===== src/rtl/dcache_ctrl.sv =====
// dcache_ctrl - miss/write sequencer for an 8-set direct-mapped, write-through,
// no-write-allocate data cache. Owns the valid/tag store, stalls the CPU,
// refills on load miss and forwards every store to main memory.
// Optional feature: define DCACHE_PERF_CNT_EN to add hit/miss/write counters.

`ifndef DATA_ADDR_MODE_B
`define DATA_ADDR_MODE_B  3'b000
`endif
`ifndef DATA_ADDR_MODE_W
`define DATA_ADDR_MODE_W  3'b010
`endif
`ifndef DATA_ADDR_MODE_BU
`define DATA_ADDR_MODE_BU 3'b100
`endif

module dcache_ctrl #(
  parameter int ADDR_WIDTH = 32,
  parameter int DATA_WIDTH = 32,
  parameter int NUM_SETS   = 8
) (
  input  logic                  i_clk,
  input  logic                  i_rst_n,
  input  logic                  i_cpu_req,
  input  logic                  i_cpu_we,
  input  logic [2:0]            i_cpu_addr_mode,
  input  logic [ADDR_WIDTH-1:0] i_cpu_addr,
  input  logic [DATA_WIDTH-1:0] i_cpu_wdata,
  output logic [DATA_WIDTH-1:0] o_cpu_rdata,
  output logic                  o_cpu_stall,
  output logic [2:0]            o_arr_set,
  output logic                  o_arr_we,
  output logic [3:0]            o_arr_byte_en,
  output logic [DATA_WIDTH-1:0] o_arr_wdata,
  input  logic [DATA_WIDTH-1:0] i_arr_rdata,
  output logic                  o_mem_req,
  output logic                  o_mem_we,
  output logic [ADDR_WIDTH-1:0] o_mem_addr,
  output logic [3:0]            o_mem_byte_en,
  output logic [DATA_WIDTH-1:0] o_mem_wdata,
  input  logic                  i_mem_ack,
  input  logic [DATA_WIDTH-1:0] i_mem_rdata
`ifdef DCACHE_PERF_CNT_EN
  ,
  output logic [31:0]           o_hit_cnt,
  output logic [31:0]           o_miss_cnt,
  output logic [31:0]           o_wr_cnt
`endif
);

  localparam int TAG_W = ADDR_WIDTH - 5;
  localparam int WA_W  = ADDR_WIDTH - 2;

  typedef enum logic [1:0] {S_IDLE, S_REFILL, S_WRITE} state_t;

  state_t                r_state;
  logic [NUM_SETS-1:0]   r_valid;
  logic [TAG_W-1:0]      r_tag [NUM_SETS];
  logic [WA_W-1:0]       r_waddr;
  logic [3:0]            r_be;
  logic [DATA_WIDTH-1:0] r_wdata;
  logic                  r_hit;
  logic                  r_mem_req;
  logic                  r_mem_we;

  logic [2:0]            w_set;
  logic [TAG_W-1:0]      w_tag;
  logic                  w_hit;
  logic                  w_is_byte;
  logic [3:0]            w_be;
  logic [DATA_WIDTH-1:0] w_lanes;
  logic [7:0]            w_sel_byte;
  logic [DATA_WIDTH-1:0] w_load_fmt;
  logic                  w_ack;
  logic [2:0]            w_lat_set;

  assign w_set      = i_cpu_addr[4:2];
  assign w_tag      = i_cpu_addr[ADDR_WIDTH-1:5];
  assign w_hit      = i_cpu_req & r_valid[w_set] & (r_tag[w_set] == w_tag);
  assign w_is_byte  = (i_cpu_addr_mode == `DATA_ADDR_MODE_B) ||
                      (i_cpu_addr_mode == `DATA_ADDR_MODE_BU);
  assign w_be       = w_is_byte ? (4'b0001 << i_cpu_addr[1:0]) : 4'b1111;
  assign w_lanes    = w_is_byte ? {4{i_cpu_wdata[7:0]}} : i_cpu_wdata;
  assign w_ack      = i_mem_ack & r_mem_req;
  assign w_lat_set  = r_waddr[2:0];

  assign o_mem_req     = r_mem_req;
  assign o_mem_we      = r_mem_we;
  assign o_mem_addr    = {r_waddr, 2'b00};
  assign o_mem_byte_en = r_be;
  assign o_mem_wdata   = r_wdata;
  assign o_arr_set     = (r_state == S_IDLE) ? w_set : w_lat_set;

  // Select the addressed byte lane of the array word and shape the load result
  always_comb begin
    w_sel_byte = i_arr_rdata[7:0];
    case (i_cpu_addr[1:0])
      2'd1:    w_sel_byte = i_arr_rdata[15:8];
      2'd2:    w_sel_byte = i_arr_rdata[23:16];
      2'd3:    w_sel_byte = i_arr_rdata[31:24];
      default: w_sel_byte = i_arr_rdata[7:0];
    endcase
    if (i_cpu_addr_mode == `DATA_ADDR_MODE_B)
      w_load_fmt = {{24{w_sel_byte[7]}}, w_sel_byte};
    else if (i_cpu_addr_mode == `DATA_ADDR_MODE_BU)
      w_load_fmt = {24'h0, w_sel_byte};
    else
      w_load_fmt = i_arr_rdata;
  end

  // Stall, load data and array write strobes must react in the same cycle, so they are combinational
  always_comb begin
    o_cpu_stall   = 1'b0;
    o_cpu_rdata   = '0;
    o_arr_we      = 1'b0;
    o_arr_byte_en = r_be;
    o_arr_wdata   = r_wdata;
    case (r_state)
      S_IDLE: begin
        if (i_cpu_req) begin
          if (i_cpu_we)   o_cpu_stall = 1'b1;
          else if (w_hit) o_cpu_rdata = w_load_fmt;
          else            o_cpu_stall = 1'b1;
        end
      end
      S_REFILL: begin
        o_cpu_stall   = 1'b1;
        o_arr_we      = w_ack;
        o_arr_byte_en = 4'b1111;
        o_arr_wdata   = i_mem_rdata;
      end
      S_WRITE: begin
        o_cpu_stall = ~w_ack;
        o_arr_we    = w_ack & r_hit;
      end
      default: ;
    endcase
    // Keep the CPU and array quiet for the whole time reset is held, even with a request pending
    if (!i_rst_n) begin
      o_cpu_stall = 1'b0;
      o_arr_we    = 1'b0;
    end
  end

  // Sequencer: accept one request in IDLE, then run a refill or a write-through to completion
  always_ff @(posedge i_clk or negedge i_rst_n) begin
    if (!i_rst_n) begin
      r_state   <= S_IDLE;
      r_valid   <= '0;
      for (int i = 0; i < NUM_SETS; i++) r_tag[i] <= '0;
      r_waddr   <= '0;
      r_be      <= 4'b1111;
      r_wdata   <= '0;
      r_hit     <= 1'b0;
      r_mem_req <= 1'b0;
      r_mem_we  <= 1'b0;
    end else begin
      case (r_state)
        S_IDLE: begin
          if (i_cpu_req && i_cpu_we) begin
            r_waddr   <= i_cpu_addr[ADDR_WIDTH-1:2];
            r_be      <= w_be;
            r_wdata   <= w_lanes;
            r_hit     <= w_hit;
            r_mem_req <= 1'b1;
            r_mem_we  <= 1'b1;
            r_state   <= S_WRITE;
          end else if (i_cpu_req && !w_hit) begin
            r_waddr   <= i_cpu_addr[ADDR_WIDTH-1:2];
            r_be      <= 4'b1111;
            r_mem_req <= 1'b1;
            r_mem_we  <= 1'b0;
            r_state   <= S_REFILL;
          end
        end
        S_REFILL: begin
          if (w_ack) begin
            r_valid[w_lat_set] <= 1'b1;
            r_tag[w_lat_set]   <= r_waddr[WA_W-1:3];
            r_mem_req          <= 1'b0;
            r_state            <= S_IDLE;
          end
        end
        S_WRITE: begin
          if (w_ack) begin
            r_mem_req <= 1'b0;
            r_mem_we  <= 1'b0;
            r_state   <= S_IDLE;
          end
        end
        default: r_state <= S_IDLE;
      endcase
    end
  end

`ifdef DCACHE_PERF_CNT_EN
  // Event counters: IDLE load hits, IDLE-to-REFILL misses and completed writes; all wrap naturally
  always_ff @(posedge i_clk or negedge i_rst_n) begin
    if (!i_rst_n) begin
      o_hit_cnt  <= '0;
      o_miss_cnt <= '0;
      o_wr_cnt   <= '0;
    end else begin
      if (r_state == S_IDLE && i_cpu_req && !i_cpu_we && w_hit)  o_hit_cnt  <= o_hit_cnt + 32'd1;
      if (r_state == S_IDLE && i_cpu_req && !i_cpu_we && !w_hit) o_miss_cnt <= o_miss_cnt + 32'd1;
      if (r_state == S_WRITE && w_ack)                           o_wr_cnt   <= o_wr_cnt + 32'd1;
    end
  end
`endif

endmodule


===== config.mk =====
export PLATFORM = sky130hd
export DESIGN_NAME = dcache_ctrl
export DESIGN_NICKNAME = d
export VERILOG_FILES = /design/src/rtl/dcache_ctrl.sv
export SDC_FILE = /design/constraint.sdc
export NUM_CORES = 1
export LEC_CHECK = 0
export BUFFER_PORTS_ARGS = -buffer_cell sky130_fd_sc_hd__buf_2
export CAP_MARGIN = 5
export CORE_ASPECT_RATIO = 0.5
export CORE_MARGIN = 1.5
export CORE_UTILIZATION = 33
export DETAILED_ROUTE_END_ITERATION = 16
export HOLD_SLACK_MARGIN = 0.12
export PLACE_DENSITY_LB_ADDON = 0.08
export SETUP_SLACK_MARGIN = 0.15
export SLEW_MARGIN = 20
export SYNTH_ARGS = -nofsm -noshare
export SYNTH_HDL_FRONTEND = slang
export SYNTH_SLANG_ARGS = --single-unit

===== constraint.sdc =====
create_clock -name i_clk -period 3.53 [get_ports i_clk]
set_clock_uncertainty 0.15 [all_clocks]
set_input_delay 0.353 -clock i_clk [delete_from_list [all_inputs] [get_ports i_clk]]
set_output_delay 0.353 -clock i_clk [all_outputs]
set_load 0.02 [all_outputs]

Word-level counts from Yosys, hierarchy flattened
Cells that the tools add are included.
{"block": "classes", "order_cmp": 6, "eq_ne": 10, "shifts": 1, "muxes": 44, "n_bitwise": 8, "reduce_logical": 18}
{"op": "32-bit two-way mux", "count": 8}
{"op": "216-bit bitwise mux", "count": 1}
{"op": "27-bit binary-select mux with 3-bit select", "count": 1}
{"op": "27-bit demux with 3-bit select", "count": 1}
{"op": "27-bit two-way mux", "count": 3}
{"op": "30-bit two-way mux", "count": 2}
{"op": "27-bit == test", "count": 1}
{"op": "8-bit case mux with 3 select lines", "count": 1}
{"op": "4-bit two-way mux", "count": 4}
{"op": "1-bit two-way mux", "count": 12}
{"op": "4-bit >= comparator, second input constant", "count": 2}
{"op": "3-bit by 4-bit less-than comparator with 1-bit output, second input constant", "count": 2}
{"op": "3-bit NOT with 4-bit output", "count": 2}
{"op": "8-bit OR", "count": 1}
{"op": "2-bit AND reduction", "count": 4}
{"op": "2-bit == test, second input constant", "count": 3}
{"op": "2-bit two-way mux", "count": 3}
{"op": "1-bit case mux with 2 select lines", "count": 3}
{"op": "3-bit AND reduction", "count": 2}
{"op": "2-bit nonzero test", "count": 3}
{"op": "1-bit AND", "count": 4}
{"op": "2-bit by 1-bit == test with 1-bit output, second input constant", "count": 2}
{"op": "1-bit logical AND", "count": 4}
{"op": "4-bit by 1-bit less-than comparator with 1-bit output, second input constant", "count": 1}
{"op": "17 further kinds", "count": 17}
{"block": "word_totals", "reg_bits": 295, "output_inout_bits": 143}

Longest topological paths before layout
Gate-level depths: netlist of run 1.
{"block": "logic_depth", "ltp_word": 11, "mapped_depth": 13}

Worst setup path after synthesis of run 1
OpenSTA, ideal clock, no wires.
{"block": "synth_timing", "path_kind": "input-to-output", "from": "input i_cpu_addr[4]", "to": "output o_cpu_stall", "arrival_ps": 2889, "required_time_ps": 3027, "setup_slack_ps": 138, "path_stages": 12, "path_buffers": 4, "path_cell_list": "buf_2 -> buf_4 -> buf_2 -> mux4_2 -> mux2i_1 -> xor2_1 -> o2111ai_1 -> or2_1 -> nor4_4 -> nor2_2 -> buf_6 -> o311a_1"}
{"block": "synth_between", "elab_chain_cells": 11, "word_cells_on_any_way": 14}
{"item": "from (decl)", "line_no": "26", "rtl": "input logic [ADDR_WIDTH-1:0] i_cpu_addr,"}
{"item": "3-bit NOT with 4-bit output (implied by the code)", "line_no": "78", "rtl": "assign w_hit = i_cpu_req & r_valid[w_set] & (r_tag[w_set] == w_tag);"}
{"item": "27-bit binary-select mux with 3-bit select", "line_no": "78"}
{"item": "27-bit two-way mux (implied by the code) (2 in series)", "line_no": "78"}
{"item": "27-bit == test", "line_no": "78"}
{"item": "1-bit AND *", "line_no": "78"}
{"item": "1-bit two-way mux *", "line_no": "121", "rtl": "else if (w_hit) o_cpu_rdata = w_load_fmt;"}
{"item": "1-bit two-way mux *", "line_no": "120", "rtl": "if (i_cpu_we) o_cpu_stall = 1'b1;"}
{"item": "1-bit two-way mux *", "line_no": "119", "rtl": "if (i_cpu_req) begin"}
{"item": "1-bit case mux with 3 select lines *", "line_no": "117", "rtl": "case (r_state)"}
{"item": "1-bit two-way mux *", "line_no": "138", "rtl": "if (!i_rst_n) begin"}
{"item": "to (decl)", "line_no": "29", "rtl": "output logic o_cpu_stall,"}
Mark *: on every way between the ends. The rest lies on a longest branch, timed or not. The select of a mux whose other input is x is not followed.

Final worst setup path of run 1
{"block": "layout_timing", "from": "input i_cpu_addr[4]", "to": "output o_cpu_rdata[19]"}
{"block": "layout_between", "elab_chain_cells": 10, "word_cells_on_any_way": 13}
{"item": "3-bit NOT with 4-bit output (implied by the code)", "line_no": "78"}
{"item": "27-bit binary-select mux with 3-bit select", "line_no": "78"}
{"item": "27-bit two-way mux (implied by the code) (2 in series)", "line_no": "78"}
{"item": "27-bit == test", "line_no": "78"}
{"item": "1-bit AND *", "line_no": "78"}
{"item": "32-bit two-way mux *", "line_no": "121"}
{"item": "32-bit two-way mux *", "line_no": "120"}
{"item": "32-bit two-way mux *", "line_no": "119"}
{"item": "32-bit two-way mux *", "line_no": "117"}
{"item": "to (decl)", "line_no": "28", "rtl": "output logic [DATA_WIDTH-1:0] o_cpu_rdata,"}
Marks and branches as above.

==> results of run 1 <==
## how the worst min path moves through the flow
stage,to,cells after the start
global route,o_mem_byte_en[3],4
global placement,o_mem_wdata[16],1
finish,o_mem_byte_en[1],4
floorplan,o_mem_req,0
detailed placement,o_mem_wdata[16],1
CTS,o_mem_byte_en[3],4
## layout make-up
type / count / area (um^2)
well taps: 588 / 736
multi-input cells: 734 / 6850
inverters: 5 / 18.8
repair buffers: 440 / 3180
clock inverters: 12 / 168
diodes: 1 / 2.50
fillers: 4081 / 24400
flip-flops and latches: 295 / 7390
clock buffers: 41 / 821
## repair_timing
action | CTS | global route
hold buffers | 65 | 0
cloned | 1 | 4
endpoints found under the setup margin | 50 | 63
resized for setup | 61 | 14
hold endpoints to repair | 355 | 0
buffers inserted | 3 | 1
pin swaps | 9 | 7
## cells by family after synthesis
kind of cell	after synthesis	share of synthesized area (%)
adders and majority gates	4	0.344
muxes	396	32.6
DFF	295	50.8
buffers and inverters	71	2.64
xor gates and xnor gates	12	0.723
other	1	0.0258
AOI/OAI and AO/OA	163	7.07
and+or+nand+nor	157	5.81
## worst max-delay path: stages
cell	delay [ps]
buf_2	210
buf_4	200
and2b_1	290
a22oi_1	440
and3_1	230
o22ai_1	90
buf_4	140
nor4_1	260
buf_4	160
nand4_1	140
buf_4	190
nor3_4	150
buf_6	150
buf_16	130
o21a_1	140
buf_6	120
## where the power goes
| part | total [mW] | internal (mW) | switching, mW |
|---|---|---|---|
| combinational | 5.44 | 2.78 | 2.66 |
| clock | 3.29 | 1.91 | 1.38 |
| sequential | 5.91 | 4.77 | 1.14 |
## cells in the mapped netlist, types with 13 or more instances
| master | n |
|---|---|
| and2_1 | 13 |
| mux2i_1 | 78 |
| or2_2 | 13 |
| mux2_2 | 268 |
| nor2_1 | 23 |
| mux2_4 | 25 |
| clkbuf_1 | 34 |
| o21a_1 | 26 |
| dfrtp_1 | 291 |
| o21ai_0 | 29 |
| o22ai_1 | 13 |
| a21oi_1 | 48 |
| mux4_2 | 25 |
| a22oi_1 | 22 |
| nand2_1 | 42 |
## state kept, by name (all words and copies together), names as in the netlist
register / count
r_waddr: 30
r_state: 2
o_mem_req: 1
o_mem_we: 1
r_tag: 216
o_mem_byte_en: 4
r_valid: 8
o_mem_wdata: 32
r_hit: 1
## metal layers
layer / vias up / GRT usage, % / wire length [um]
li1: 4860 / - / -
met1: 5385 / 25.8 / 20900
met2: 218 / 33.0 / 21500
met3: 60 / 2.60 / 1510
met4: 0 / 4.49 / 916
met5: - / 0 / 0
## stage by stage
step	std cells	cell area, um^2
floorplan	1100	14600
global placement	1988	17100
detailed placement	1988	17100
CTS	2110	19000
global route	2115	19200
finish	2116	19200
==> summary.md, run 1 <==
| Metric | Value |
|---|---|
| Initial antenna violation count | 1 |
| First-pass GRT wire length | 66.7 mm |
| Worst R2R Path Depth | 11 |
| Yosys top cell area share | 50.1% |
| Final core occ | 44.0% |
| Leak pwr | 9.12 nW |
| Worst slew margin | 43.0% |
| Die height | 151 um |
| Clk sinks | 295 |
| Synth area leaders | dfrtp_1 (50%), mux2_2 (21%), mux2i_1 (5.4%) |
| Status | finished, violations left |
| Synth warn | 0 |
| DR vias | 10500 |
| Most frequent cells in the layout | dfrtp_1 (291), mux2_2 (268), buf_2 (246), buf_4 (85), mux2i_1 (76) |
| RR Startpoint | r_tag[71] |
| Worst-path clk slew | 70 ps |
| Post-place setup slack | -463 ps |
| Tcrit/Tclk final | 111% |
| CP startpoint | i_cpu_addr[4] |
| FFs w/ async S/R, synth | 100% |
| Drt total wl | 44.8 mm |
| DRC Markers | 0 |
| Cells after synthesis | 1099 |
| Peak fanout along the critical path | 12 |
| Hold_ws | 155 ps |
| HP Start | i_cpu_req |
| Layout area overhead | 31.8% |
| Leading area contributor after synthesis | dfrtp_1 |
| Reg2reg setup slack | 240 ps |
| Vias in the first global route | 10900 |
| Post-layout nets | 1645 |
| Max-slew violation count | 0 |
| Syn avg cell area | 13.2 um^2 |
| Cell Rows | 54 |
| RePlAce Congestion | 0.812 |
| Io pins | 279 |
| TritonCTS clock tree | yes |
| Worst Max-Slew Pin Slew | 855 ps |
| Final hold violations | 0 |
| Core Box Area | 43500 um^2 |
| Main synth FF type | dfrtp_1 |
| Worst setup margin | -375 ps |
| Routed WL per cell | 21.2 um |
| RSZ-0062 raised after global routing | true |
| Die X | 300 um |
| Mapped cell area | 14500 um^2 |
| Worst Path Arrival | 3400 ps |
| Design Power | 14.6 mW |
| Hold crit path type | in -> reg |
| Critical Path End | o_cpu_rdata[19] |
| Clock Latency Late Sink | 580 ps |
| Cts bufs inserted | 29 |
| Crit Reg-Reg Endpoint | r_waddr[15] |
| Grt total ovfl | 0 |
| Synth unique cells | 57 |
| HPWL after DPL | 28.9 mm |
| CTS max path bufs | 3 |
| Crit path capture type | primary output |
| Drt first pass iters | 5 |
| Tmin final | 3900 ps |
| GR Util All Layers | 19.2% |
| Htree depth | 1 |
| Count of flip-flops with a built-in enable after synthesis | 0 |
| Max Cap Viol | 0 |
| Worst Path Required | 3030 ps |
| Endpoints failing setup | 33 |
| Register area share after synthesis | 50.8% |
| IO buf count | 276 |
| Setup TNS | -10880 ps |
| Achievable Freq | 256 MHz |
| Die area | 45400 um^2 |
| PD cells | 764 nW/um^2 |
| Starting Density | 33.4% |
| Layout cells sized above 1 | 51.0% |
| Detail Route Antenna Nets | 0 |
| Worst vdd ir | 0.000379 V |
| Vias per Instance | 4.97 |
| WS Path Type | in -> out |
| Yosys reg bits | 295 |
| Commonest non-fill, non-tap cell in the layout | dfrtp_1 |
| Initial DRC Count | 579 |
| Startpoint Class | input pin |
| Failing checks | negative setup slack |
| Largest net degree at the start of global routing | 143 |
| Root buf cell | clkbuf_16 |
(Power assumes the default switching activity.)
==> run 2, diff against run 1 <==
CAP_MARGIN = 20   (was 5)
SKIP_CTS_REPAIR_TIMING = 1   (was default)
==> run 2 against run 1 <==
Against the previous run:
- the flow still finishes with violations (negative setup slack)
- critical path depth shrank 4
- largest cell class unchanged
- sequential cell count did not move
- first-iteration DRC count down 0.17%
- cell count down 0.38%
- core utilization is 0.87 points lower
- clock power hardly changed
- critical endpoint is now o_cpu_stall
- critical path type unchanged
- sequential power about the same
- cell area decreased by 2.0%
- power shrank 1.3%
==> summary.md, run 2 (synthesis results as in run 1) <==
| Metric | Value |
|---|---|
| Grt total ovfl | 0 (unchanged) |
| Most frequent cells in the layout | dfrtp_1 (291), buf_2 (271), mux2_2 (268), buf_4 (86), mux2i_1 (77) (was dfrtp_1 (291), mux2_2 (268), buf_2 (246), buf_4 (85), mux2i_1 (76)) |
| Vias in the first global route | 10500 (was 10900) |
| Final core occ | 43.2% (was 44.0%) |
| Placed cell count | 1988 (unchanged) |
| Layout area overhead | 29.2% (was 31.8%) |
| Max Cap Viol | 0 (unchanged) |
| Post-route insts no fill | 2108 (was 2116) |
| Drt total wl | 43.6 mm (was 44.8 mm) |
| Htree depth | 1 (unchanged) |
| HPWL after DPL | 28.9 mm (unchanged) |
| CP top delay family | simple AND/OR/NAND/NOR gates (was buffers and inverters) |
| CP max-delay cell | or4_4 (was a22oi_1) |
| Leak pwr | 9.01 nW (was 9.12 nW) |
| Die area | 45400 um^2 (unchanged) |
| Worst Path Required | 3030 ps (about the same) |
| DR vias | 10500 (about the same) |
| Peak fanout along the critical path | 7 (was 12) |
| Status | finished, violations left (unchanged) |
| Max FFs per register | 216 (unchanged) |
| Drt first pass iters | 4 (was 5) |
| RSZ-0062 raised after global routing | true (unchanged) |
| Post-layout nets | 1637 (was 1645) |
| Max-slew violation count | 0 (unchanged) |
| Core Box Area | 43500 um^2 (unchanged) |
| IO buf count | 276 (unchanged) |
| Die height | 151 um (unchanged) |
| Hold_ws | 156 ps (was 155 ps) |
| GRT met3 Usage | 2.62% (was 2.60%) |
| First-pass GRT wire length | 65.4 mm (was 66.7 mm) |
| Starting Density | 33.4% (unchanged) |
| Setup TNS | -13370 ps (was -10880 ps) |
| Vias per Instance | 4.97 (about the same) |
| DRC Markers | 0 (unchanged) |
| WS Path Type | in -> out (unchanged) |
| Post-route cell area | 18800 um^2 (was 19200 um^2) |
| Top Usage Layer GRT | met2 (unchanged) |
| Detail Route Antenna Nets | 0 (unchanged) |
| Filler instances | 4109 (was 4081) |
| Tmin final | 3990 ps (was 3900 ps) |
| Post-place setup slack | -463 ps (unchanged) |
| Worst-path clk slew | 70 ps (about the same) |
| Worst Max-Slew Pin Slew | 821 ps (was 855 ps) |
| Root buf cell | clkbuf_16 (unchanged) |
| Initial DRC Count | 578 (was 579) |
| GR Util All Layers | 18.9% (was 19.2%) |
| Worst Path Arrival | 3490 ps (was 3400 ps) |
| Worst slew margin | 45.3% (was 43.0%) |
| Endpoints failing setup | 33 (unchanged) |
| Sequential Power Share | 40.9% (was 40.3%) |
| Crit path buffers/inverters | 4 (was 8) |
| Worst setup margin | -464 ps (was -375 ps) |
| Clock power share | 22.8% (was 22.5%) |
| Critical Path Max Stage Delay | 580 ps (was 440 ps) |
| Achievable Freq | 250 MHz (was 256 MHz) |
| Crit path capture type | primary output (unchanged) |
| Worst vdd ir | 0.000374 V (was 0.000379 V) |
| Final hold violations | 0 (unchanged) |
| Cts bufs inserted | 29 (unchanged) |
| Failing checks | negative setup slack (unchanged) |
| Tcrit/Tclk final | 113% (was 111%) |
| Routed WL per cell | 20.7 um (was 21.2 um) |
| Die X | 300 um (unchanged) |
| Cell Rows | 54 (unchanged) |
| Dpl cell area | 17100 um^2 (unchanged) |
| Io pins | 279 (unchanged) |
| Commonest non-fill, non-tap cell in the layout | dfrtp_1 (unchanged) |
| Clk sinks | 295 (unchanged) |
| Critical-path cell list | buf_2 -> buf_4 -> and2b_1 -> a22oi_1 -> a21oi_1 -> o22ai_1 -> or4_4 -> nor4_4 -> buf_4 -> nor2_4 -> o311a_4 -> buf_2 (was buf_2 -> buf_4 -> and2b_1 -> a22oi_1 -> and3_1 -> o22ai_1 -> buf_4 -> nor4_1 -> buf_4 -> nand4_1 -> buf_4 -> nor3_4 -> buf_6 -> buf_16 -> o21a_1 -> buf_6) |
| Gate power share | 36.3% (was 37.2%) |
| Clock Latency Late Sink | 580 ps (about the same) |
| Int Power | 9.34 mW (was 9.46 mW) |
| Startpoint Class | input pin (unchanged) |
| Switching power | 5.10 mW (was 5.18 mW) |
| Design Power | 14.4 mW (was 14.6 mW) |
| Hold crit path type | in -> reg (unchanged) |
| Switch share | 35.3% (was 35.4%) |
| TritonCTS clock tree | yes (unchanged) |
| Biggest register | r_tag (unchanged) |
| Initial antenna violation count | 1 (unchanged) |
| RePlAce Congestion | 0.812 (unchanged) |
| PD cells | 769 nW/um^2 (was 764 nW/um^2) |
| Largest net degree at the start of global routing | 143 (unchanged) |
| Grt met2 use | 32.4% (was 33.0%) |
| Met1 Use GR | 25.2% (was 25.8%) |
| CTS max path bufs | 3 (unchanged) |
| Layout cells sized above 1 | 50.4% (was 51.0%) |
[run 2: cell type report]
type	count	area [um^2]	area share (%)
Sequential cell	295	7390	39.3
Clock inverter	12	168	0.893
Clock buffer	41	821	4.37
Multi-Input combinational cell	734	6820	36.3
Inverter	5	18.8	0.0999
Antenna cell	1	2.50	0.0133
Timing Repair Buffer	432	2830	15.1
Tap cell	588	736	3.92
[run 2: final timing paths]
check / startpoint / end / slack (ps) / depth (start not counted)
worst max-delay path: i_cpu_addr[4] / o_cpu_stall / -460 / 12
worst min-delay path: i_cpu_req / o_mem_byte_en[1] / 160 / 4
worst max register to register: r_tag[3] / r_waddr[23] / 270 / 10
worst min register to register: r_valid[1] / r_valid[1] / 320 / 1
max in group asynchronous: i_rst_n / r_tag[8] / 1540 / 4
min in group asynchronous: i_rst_n / o_mem_wdata[20] / 630 / 3
[run 2: worst min-delay path: cells and delay by family]
| family | cells | cell delay, ps |
|---|---|---|
| buffers and inverters | 2 | 320 |
| AOI/OAI and AO/OA | 2 | 190 |
[run 2: power groups by stage]
stage	registers (mW)	logic [mW]	clock network, mW
after floorplan	6.03	3.24	0
after global placement	5.88	5.17	0
after detailed placement	5.96	5.23	0
after CTS	5.91	5.24	3.39
after global routing	6.13	5.68	3.52
final	5.90	5.25	3.29
[run 2: per-layer routing]
layer / vias to the layer above / wire [um]
met5: - / 0
met4: 0 / 921
met3: 61 / 1600
met2: 200 / 21000
met1: 5349 / 20100
li1: 4857 / -
==> run 3, diff against run 2 <==
clock period = 3.4 ns   (was 3.53 ns; I/O delays follow)
==> run 3 against run 2 <==
Against the previous run:
- the run still ends with negative setup slack left
- worst hold slack worse by 48 ps
- global-route usage hardly changed
- critical path depth is 1 lower
- routed wire length is 1.4% higher
- first-iteration DRC count is 9.7% lower
- cell area is 0.82% higher
- non-clock buffer count is 9 lower
- setup slack worse by 46 ps
- combinational power is 3% higher
- clock power is 7.9% higher
- power is 4.6% higher
- critical endpoint is now o_cpu_rdata[26]
- largest cell class unchanged
- largest power group unchanged
==> summary.md, run 3 (synthesis results as in run 1) <==
| Metric | Value |
|---|---|
| Status | finished, violations left (unchanged) |
| Failing checks | negative setup slack (unchanged) |
| Hold crit path type | in -> async (was in -> reg) |
| Max FFs per register | 216 (unchanged) |
| WS Path Type | reg -> out (was in -> out) |
| Htree depth | 1 (unchanged) |
| Die area | 45400 um^2 (unchanged) |
| HPWL after DPL | 29.1 mm (was 28.9 mm) |
| Most frequent cells in the layout | dfrtp_1 (291), mux2_2 (268), buf_2 (250), mux2i_1 (78), buf_4 (77) (was dfrtp_1 (291), buf_2 (271), mux2_2 (268), buf_4 (86), mux2i_1 (77)) |
| Crit path buffers/inverters | 3 (was 4) |
| RePlAce Congestion | 0.825 (was 0.812) |
| Layout area overhead | 30.2% (was 29.2%) |
| TritonCTS clock tree | yes (unchanged) |
| Leak pwr | 9.03 nW (was 9.01 nW) |
| Layout cells sized above 1 | 50.4% (about the same) |
| Post-layout nets | 1629 (was 1637) |
| Drt first pass iters | 4 (unchanged) |
| PD cells | 798 nW/um^2 (was 769 nW/um^2) |
| Grt total ovfl | 0 (unchanged) |
| Max Cap Viol | 0 (unchanged) |
| Endpoints failing setup | 33 (unchanged) |
| Vias in the first global route | 10500 (about the same) |
| Worst Max-Slew Pin Slew | 826 ps (was 821 ps) |
| Worst slew margin | 44.9% (was 45.3%) |
| CP top delay family | simple AND/OR/NAND/NOR gates (unchanged) |
| Met1 Use GR | 25.1% (was 25.2%) |
| Biggest register | r_tag (unchanged) |
| Clock Latency Late Sink | 600 ps (was 580 ps) |
| Critical Path Max Stage Delay | 560 ps (was 580 ps) |
| Tcrit/Tclk final | 115% |
| Crit path capture type | primary output (unchanged) |
| DR vias | 10500 (about the same) |
| First-pass GRT wire length | 65.1 mm (was 65.4 mm) |
| Placed cell count | 1981 (was 1988) |
| Worst-path clk slew | 70 ps (about the same) |
| DRC Markers | 0 (unchanged) |
| Drt total wl | 44.2 mm (was 43.6 mm) |
| Cts bufs inserted | 30 (was 29) |
| CTS max path bufs | 3 (unchanged) |
| Die X | 300 um (unchanged) |
| Max-slew violation count | 0 (unchanged) |
| Io pins | 279 (unchanged) |
| Design Power | 15.1 mW (was 14.4 mW) |
| Final hold violations | 0 (unchanged) |
| Commonest non-fill, non-tap cell in the layout | dfrtp_1 (unchanged) |
| Routed WL per cell | 21.1 um (was 20.7 um) |
| Cell Rows | 54 (unchanged) |
| Achievable Freq | 256 MHz |
| GRT met3 Usage | 3.20% (was 2.62%) |
| CP max-delay cell | nor4_1 (was or4_4) |
| Grt met2 use | 32.4% (about the same) |
| RR Startpoint | r_tag[79] (was r_tag[3]) |
| IO buf count | 276 (unchanged) |
| Initial DRC Count | 522 (was 578) |
| Detail Route Antenna Nets | 0 (unchanged) |
| Starting Density | 33.4% (unchanged) |
| Clk sinks | 295 (unchanged) |
| Worst Path Required | 2910 ps (was 3030 ps) |
| Crit Reg-Reg Endpoint | r_waddr[9] (was r_waddr[23]) |
| Worst Path Arrival | 3420 ps (was 3490 ps) |
| Peak fanout along the critical path | 24 (was 7) |
| Startpoint Class | flop (was input pin) |
| Critical-path cell list | mux2i_1 -> a22oi_1 -> a21oi_1 -> o22ai_1 -> nor4_1 -> buf_4 -> nand4_1 -> nor3_2 -> buf_12 -> o21a_1 -> buf_6 (was buf_2 -> buf_4 -> and2b_1 -> a22oi_1 -> a21oi_1 -> o22ai_1 -> or4_4 -> nor4_4 -> buf_4 -> nor2_4 -> o311a_4 -> buf_2) |
| Die height | 151 um (unchanged) |
| Core Box Area | 43500 um^2 (unchanged) |
| Worst vdd ir | 0.000430 V (was 0.000374 V) |
| Top Usage Layer GRT | met2 (unchanged) |
| GR Util All Layers | 18.9% (about the same) |
| Largest net degree at the start of global routing | 142 (was 143) |
| Worst setup margin | -510 ps (was -464 ps) |
| Reg2reg setup slack | 200 ps (was 270 ps) |
| RSZ-0062 raised after global routing | true (unchanged) |
| Tmin final | 3910 ps |
| Vias per Instance | 4.99 (was 4.97) |
| Root buf cell | clkbuf_16 (unchanged) |
| Initial antenna violation count | 1 (unchanged) |
| Post-route insts no fill | 2100 (was 2108) |
| Worst R2R Path Depth | 11 (was 10) |
[run 3: changes by cell type in the layout (fill, tap and decap cells not counted), sizes merged]
cell | before | now
bufinv | 4 | 3
buf | 366 | 359
inv | 6 | 5
clkbuf | 41 | 44
clkinvlp | 0 | 1
dlygate4sd3 | 66 | 64
clkinv | 7 | 6
[run 3: cell type report]
class / count / area [um^2]
fillers: 4018 / 24600
flip-flops and latches: 295 / 7390
multi-input cells: 734 / 6820
repair buffers: 423 / 2930
clock buffers: 44 / 903
well taps: 588 / 736
clock inverters: 10 / 139
inverters: 5 / 18.8
diodes: 1 / 2.50
[run 3: power breakdown]
part	switching, mW	internal, mW	total [mW]
logic	2.67	2.75	5.41
clock network	1.49	2.06	3.55
registers	1.18	4.95	6.14
[run 3: through the flow]
stage	area [um^2]	TNS, ps	setup WS [ps]	utilization (%)	hold slack (ps)
floorplan	14600	0	62.9	-	-106
global placement	17100	-29170	-484	39.3	125
detailed placement	17100	-29520	-500	39.3	120
CTS	18100	-22550	-669	41.7	-502
global route	18900	-22710	-707	43.5	121
finish	18900	-15770	-510	43.5	108
[run 3: worst max-delay path by stage]
stage                  start         endpoint  slack, ps  depth (start not counted)
6_report          r_tag[117]  o_cpu_rdata[26]       -510                         11
2_1_floorplan  i_cpu_addr[4]  o_cpu_rdata[11]         60                         13
3_5_place_dp   i_cpu_addr[2]      r_waddr[15]       -500                         13
5_1_grt           r_tag[106]  o_cpu_rdata[31]       -710                         12
3_3_place_gp   i_cpu_addr[2]      r_waddr[11]       -480                         13
4_1_cts            r_tag[57]  o_cpu_rdata[23]       -670                         11
[run 3: worst register-to-register path, stage by stage (launching register included)]
cell,delay (ps)
dfrtp_1,390
mux4_2,460
mux2i_1,180
xor2_1,200
buf_4,140
nand4_1,220
or2_1,340
nor4_4,130
buf_4,170
nor2_4,40
buf_8,260
mux2_4,360
[run 3: per-layer routing]
metal	share of wire [%]	routed length (um)
met1	46	20400
met2	48	21300
met3	3.9	1740
met4	1.9	834
met5	0	0
